### config.mk
export PLATFORM = sky130hd
export DESIGN_NAME = flush_redirect_ctrl
export DESIGN_NICKNAME = d
export VERILOG_FILES = /design/src/rtl/flush_redirect_ctrl.sv
export SDC_FILE = /design/constraint.sdc
export NUM_CORES = 1
export LEC_CHECK = 0
export ABC_AREA = 0
export BUFFER_PORTS_ARGS = -buffer_cell sky130_fd_sc_hd__buf_2
export CORE_AREA = 2 2 73 75
export DETAILED_ROUTE_END_ITERATION = 8
export DIE_AREA = 0 0 75 77
export HOLD_SLACK_MARGIN = 0.12
export PLACE_DENSITY = 0.83
export RECOVER_POWER = 100
export SETUP_SLACK_MARGIN = 0.02
export SLEW_MARGIN = 25
export SYNTH_ARGS = -nofsm -noshare
export SYNTH_HDL_FRONTEND = slang
export SYNTH_SLANG_ARGS = --single-unit
### constraint.sdc
create_clock -name clk -period 2.4 [get_ports clk]
set_clock_uncertainty 0.05 [all_clocks]
set_input_delay 0.6 -clock clk [delete_from_list [all_inputs] [get_ports clk]]
set_output_delay 0.6 -clock clk [all_outputs]
set_load 0.02 [all_outputs]
### src/rtl/flush_redirect_ctrl.sv
// Pipeline flush sequencer for WB-stage exceptions and ertn.
// Kills stage valids, discards responses to stale inst-RAM requests, then issues one redirect.
module flush_redirect_ctrl #(
  parameter int unsigned MAX_OUT      = 2,
  parameter int unsigned FLUSH_CYCLES = 1
) (
  input  logic        clk,
  input  logic        resetn,
  input  logic        wb_ex,
  input  logic        ertn_flush,
  input  logic [31:0] ex_entry,
  input  logic [31:0] era,
  input  logic        fs_req_fire,
  input  logic        fs_resp_fire,
  output logic        req_block,
  output logic        fs_discard,
  output logic        flush_all,
  output logic        redirect_valid,
  output logic [31:0] redirect_pc,
  output logic        busy
);

  localparam int unsigned FlW = (FLUSH_CYCLES > 1) ? $clog2(FLUSH_CYCLES) : 1;
  localparam logic [FlW-1:0] FlLast = FlW'(FLUSH_CYCLES - 1);

  typedef enum logic [1:0] {StIdle, StFlush, StDrain, StRedirect} state_e;

  state_e           state_q, state_d;
  logic [2:0]       out_cnt_q, out_cnt_d;
  logic [2:0]       drop_cnt_q, drop_cnt_d;
  logic [2:0]       drop_dec;
  logic [FlW-1:0]   fl_cnt_q, fl_cnt_d;
  logic [31:0]      target_q, target_d;
  logic             trigger;
  logic             resp_ok;

  assign trigger    = (state_q == StIdle) & (wb_ex | ertn_flush);
  // A response with nothing outstanding is dropped rather than underflowing the counter.
  assign resp_ok    = fs_resp_fire & (out_cnt_q != 3'd0);
  assign out_cnt_d  = out_cnt_q + 3'(fs_req_fire) - 3'(resp_ok);
  assign fs_discard = fs_resp_fire & (drop_cnt_q != 3'd0) & (state_q != StIdle);
  assign drop_dec   = drop_cnt_q - 3'(fs_discard);
  assign req_block  = (out_cnt_q == 3'(MAX_OUT)) | (state_q != StIdle) | trigger;
  assign busy       = (state_q != StIdle);

  always_comb begin
    state_d        = state_q;
    drop_cnt_d     = drop_dec;
    fl_cnt_d       = fl_cnt_q;
    target_d       = target_q;
    flush_all      = 1'b0;
    redirect_valid = 1'b0;
    redirect_pc    = 32'h0;
    unique case (state_q)
      StIdle: begin
        if (trigger) begin
          // Stale requests include one accepted in this very cycle.
          target_d   = wb_ex ? ex_entry : era;
          drop_cnt_d = out_cnt_d;
          fl_cnt_d   = '0;
          flush_all  = 1'b1;
          state_d    = StFlush;
        end
      end
      StFlush: begin
        flush_all = 1'b1;
        fl_cnt_d  = fl_cnt_q + FlW'(1);
        if (fl_cnt_q == FlLast) begin
          state_d = (drop_dec != 3'd0) ? StDrain : StRedirect;
        end
      end
      StDrain: begin
        flush_all = 1'b1;
        if (drop_dec == 3'd0) begin
          state_d = StRedirect;
        end
      end
      StRedirect: begin
        redirect_valid = 1'b1;
        redirect_pc    = target_q;
        state_d        = StIdle;
      end
      default: state_d = StIdle;
    endcase
  end

  always_ff @(posedge clk or negedge resetn) begin
    if (!resetn) begin
      state_q    <= StIdle;
      out_cnt_q  <= 3'd0;
      drop_cnt_q <= 3'd0;
      fl_cnt_q   <= '0;
      target_q   <= 32'h0;
    end else begin
      state_q    <= state_d;
      out_cnt_q  <= out_cnt_d;
      drop_cnt_q <= drop_cnt_d;
      fl_cnt_q   <= fl_cnt_d;
      target_q   <= target_d;
    end
  end

  resp_underflow_a : assert property (@(posedge clk) disable iff (!resetn)
    fs_resp_fire |-> (out_cnt_q != 3'd0));

endmodule

# == Yosys cells after proc, flatten, opt, wreduce, memory -nomap -nowiden ==
# Cells that the tools add are included.
# word_totals
regBits,41
latch_bits,0
mem_bits_rw,0
mem_bits_ro,0
in_bits,70
out_inout_bits,37
word_cells,48
mem_count,0
# classes
addsub,4
n_mul,0
div,0
magnitude_cmp,0
n_eq_ne,7
n_shift,0
n_mux,14
bitwise,7
reduce_logical,11
# ops
cell,count
$mux W32,2
$reduce_bool A3 Y1,3
$pmux W2 S4,1
$mux W2,3
$mux W3,2
$ne A2 B2 Y1 const B,3
$sub A3 B1 Y3,2
$and A1 B1 Y1,4
$eq A2 B2 Y1 const B,2
$mux W1,4
$pmux W1 S2,2
$reduce_and A2 Y1,2
$reduce_bool A2 Y1,2
$add A3 B1 Y3,1
$eq A3 B2 Y1 const B,1
$logic_not A3 Y1,1
$or A1 B1 Y1,3
$reduce_and A3 Y1,1
$eq A2 B1 Y1 const B,1
$logic_not A2 Y1,1
$reduce_or A2 Y1,1
$add A1 B1 Y1 const B,1

# == Depth between registers and ports, before layout ==
# depth
word_depth,8
ltp_mapped,10

# == Worst setup path after synthesis ==
# OpenSTA, ideal clock, no wires.
# synth_path
path_kind,register -> register
from,reg state_q[0]
to,reg state_q[0]
setup_ns,0.125
t_arrival_ns,2.144
t_required_ns,2.225
setup_slack_ns,0.081
stages_incl_launch_ff,11
period_less_slack_ns,2.319
cell_sequence,dfrtp_1 inv_1 ha_1 inv_1 o311a_2 ha_1 ha_1 xnor2_1 a31o_1 nand3_2 a2bb2oi_1
# synth_between
elab_chain_cells,7
elab_cells_between_ends,17
cone_classes,add/sub (1); eq/ne (6); mux (3); bitwise (2); reduce/logical (5)
# synth_lines
element,line,text
start: declaration,28,"state_e state_q, state_d;"
start signal: assignment,89,state_q <= StIdle;
start signal: assignment,95,state_q <= state_d;
$reduce_bool A2 Y1 (*),n/a,
named net busy,20,output logic busy
$and A1 B1 Y1 (*),41,assign fs_discard = fs_resp_fire & (drop_cnt_q != 3'd0) & (state_q != StIdle);
named net fs_discard,16,"output logic fs_discard,"
$sub A3 B1 Y3 (*),42,assign drop_dec = drop_cnt_q - 3'(fs_discard);
$reduce_bool A3 Y1,69,state_d = (drop_dec != 3'd0) ? StDrain : StRedirect;
$mux W1,69,
$mux W2,68,if (fl_cnt_q == FlLast) begin
$pmux W2 S4,54,unique case (state_q)
# Mark *: on every way through the listed nets, which the timed path passes. The rest lies on a longest branch. The select of a mux whose other input is x is not followed.
# A chain may end at the register's enable or synchronous reset.

# == Worst setup path after layout ==
# layout_path
from,reg state_q[1]
to,out flush_all
# layout_between
elab_chain_cells,4
elab_cells_between_ends,7
cone_classes,eq/ne (2); mux (2); bitwise (1); reduce/logical (2)
# layout_lines
element,line,text
$logic_not A2 Y1,"37, 54",
$and A1 B1 Y1,37,assign trigger = (state_q == StIdle) & (wb_ex | ertn_flush);
$mux W1,56,if (trigger) begin
$pmux W1 S2 (*),54,
end: declaration,17,"output logic flush_all,"
# Mark *: on every way between the ends. The rest lies on a longest branch, timed or not.

==> results.yml <==
place:
  globalplace.congestion: 0.792
  place.detailed.hpwl_um: 3620
  io_buffer_count: 106
  detailedPlace.worstSlack_ps: 29.7
  place.detailed.instances: 399
route:
  route.antenna.remaining_nets: 0
  first_pass_iters: 4
  drt-initial-drc-count: 61
  wl_per_cell_um: 11.8
  detail_route.wirelength_um: 4830
  remaining_drc_errors: 0
  vias: 1913
  avgViaCountPerCell: 4.69
cts:
  clockBufferDepth: 2
  cts_sinks: 41
  clk-insertion-delay-late_ps: 290
  cts_tree: "done"
  clock_tree.root_cell: "sky130_fd_sc_hd__clkbuf_8"
  clkSlewWorstSetupHoldPaths_ps: 70
  hold_fix_buffers_at_cts: 0
  htree_num_levels: 2
  numCtsBuffers: 5
global_routing:
  grt_max_degree: 71
  first_global_vias: 1891
  globalRouteTotalUtil: 0.178
  grt_pass1_wl_um: 7990
  number_of_antenna_violations_at_the_first_check_in_global_routing: 0
  globalRoute.totalOverflow: 0
sta:
  maxClockFrequency_ghz: 0.441
  final_critical_path_setup_slack_ps: 135
  final-max-slew-violation-count: 0
  grt_setup_unrepaired: "true"
  finalHoldViolations: 0
  slew_headroom: 0.331
  final_period_minus_worst_setup_slack_ps: 2270
  timing.setup.tns_ps: 0
  final_period_utilization: 0.944
  worst_hold_slack_ps: 419
  finalSetupViolations: 0
  worstMarginPinSlew_ps: 1000
layout:
  area.growth.synth_to_final_pct: 27.5
  final_cell_mix: "81 x sky130_fd_sc_hd__buf_2, 41 x sky130_fd_sc_hd__dfrtp_1, 34 x sky130_fd_sc_hd__nand2_1"
  drive_gt1_frac: 0.284
  layoutNonFillerInstCount: 408
  finish.utilization: 0.583
  total_number_of_nets_in_the_final_design: 417
  layout_commonest_cell: "sky130_fd_sc_hd__buf_2"
  antennaDiodeCount: 0
die:
  floorplan.die_area_sq_um: 5780
  die_height_um: 77
  core_sq_um: 4980
  initial_utilization: 0.458
  rows: 26
  die_width_um: 75
  ios: 107
synth:
  synth_top_cell_by_area: "sky130_fd_sc_hd__dfrtp_1"
  synthCells: 232
  synth-warning-count: 0
  syn_nets: 312
  yosysTopAreaCellShare: 0.451
  synth.avg_cell_area_sq_um: 9.82
  netlist_area_sq_um: 2280
  synth_cell_type_count: 28
  synth-seq-area-share: 0.451
  synth.ff_latch_count: 41
  yosys-top-cells-area: "sky130_fd_sc_hd__dfrtp_1 45%, sky130_fd_sc_hd__mux2i_1 15%, sky130_fd_sc_hd__and2_1 8.8%, sky130_fd_sc_hd__o21ai_0 5.7%, sky130_fd_sc_hd__nand2_1 5.6%"
pwr:
  total_leakage_power_nw: 1.54
  worst_ir_drop_vdd_mv: 0.561
  power_per_cell_area_nw_per_um2: 1150
setup_path:
  crit_path_end_kind: "output port"
  startpoint_type: "register"
  cp_data_arrival_time_ps: 1620
  crit_path_required_time_ps: 1750
  critical_path.max_fanout: 5
  path_class: "reg2out"
worst_hold_path:
  worst_hold_path_type: "in2async"
job:
  maximum_capacitance_violations: 0
status:
  outcome: "finished, final reports clean"
## power breakdown
group | total [W] | internal, W | switching (W)
Sequential | 0.00122 | 0.00104 | 0.000180
Combinational | 0.00170 | 0.000658 | 0.00105
Clock | 0.000419 | 0.000206 | 0.000213
Total | 0.00335 | 0.00191 | 0.00144
## cell families after synthesis
group                    synth area share
AO/OA/AOI/OAI                       0.114
XOR/XNOR                           0.0154
adder cells (fa/ha/maj)            0.0582
multiplexers                        0.145
flip-flops                          0.451
AND/OR/NAND/NOR                     0.164
buffers and inverters              0.0527
## worst max-delay path, stage by stage, from the launching register on
cell and delay (ps):
sky130_fd_sc_hd__dfrtp_1 420, sky130_fd_sc_hd__inv_1 140, sky130_fd_sc_hd__ha_1 180, sky130_fd_sc_hd__buf_4 140, sky130_fd_sc_hd__o21ai_0 100, sky130_fd_sc_hd__a21oi_1 160
sky130_fd_sc_hd__buf_2 180
## final timing paths
path,startpoint,end,slack [ps],cells after the start
setup reg to reg,out_cnt_q[2],drop_cnt_q[2],140,9
hold / removal,resetn,out_cnt_q[2],420,1
setup / recovery,state_q[1],flush_all,130,6
max in group asynchronous,resetn,target_q[29],1260,1
hold reg to reg,target_q[2],target_q[2],420,2
min in group clk,target_q[2],target_q[2],420,2
## state kept, by name, indices dropped and copies added (netlist names)
signal / cells
drop_cnt_q: 3
state_q: 2
out_cnt_q: 3
target_q: 32
fl_cnt_q: 1
## final cells by class
type / instances / area, sq um
timing repair buffer: 112 / 541
fill: 473 / 2070
inverter: 11 / 41.3
clock buffer: 8 / 80.1
sequential: 41 / 1030
tap: 70 / 87.6
multi-input combinational: 166 / 1130
## per-layer routing
metal	global-route usage	vias to the layer above	share of wire
met3	0.0355	10	0.048
met1	0.211	854	0.43
li1	-	986	-
met2	0.303	63	0.50
met4	0.0786	0	0.020
met5	0	-	0
## synthesized netlist by cell type (all sizes together)
cell type  number
xor2            2
o2111ai         1
o311a           1
a21oi           4
and2           32
nand3b          1
nor2            6
nand2          34
xnor2           2
nand4           1
nand3           1
mux2i          33
ha              9
o31a            1
a211oi          1
a31o            1
o311ai          1
inv            11
o21ai          33
fa              1
dfrtp          41
clkbuf          5
buf             9
a2bb2oi         1
## metrics by stage
stage,power [W],cell area (sq um)
after global routing,0.00366,2900
after detailed placement,0.00298,2850
final,0.00335,2900
after floorplan,0.00245,2280
after global placement,0.00290,2850
after CTS,0.00341,2930
## timing repair
| action | 4_1_cts | 5_1_grt |
|---|---|---|
| gates resized for setup | 0 | 1 |
| setup buffers | 0 | 1 |
| endpoints found under the setup margin | 0 | 2 |
Note: power is estimated with default switching activity, not from simulation.
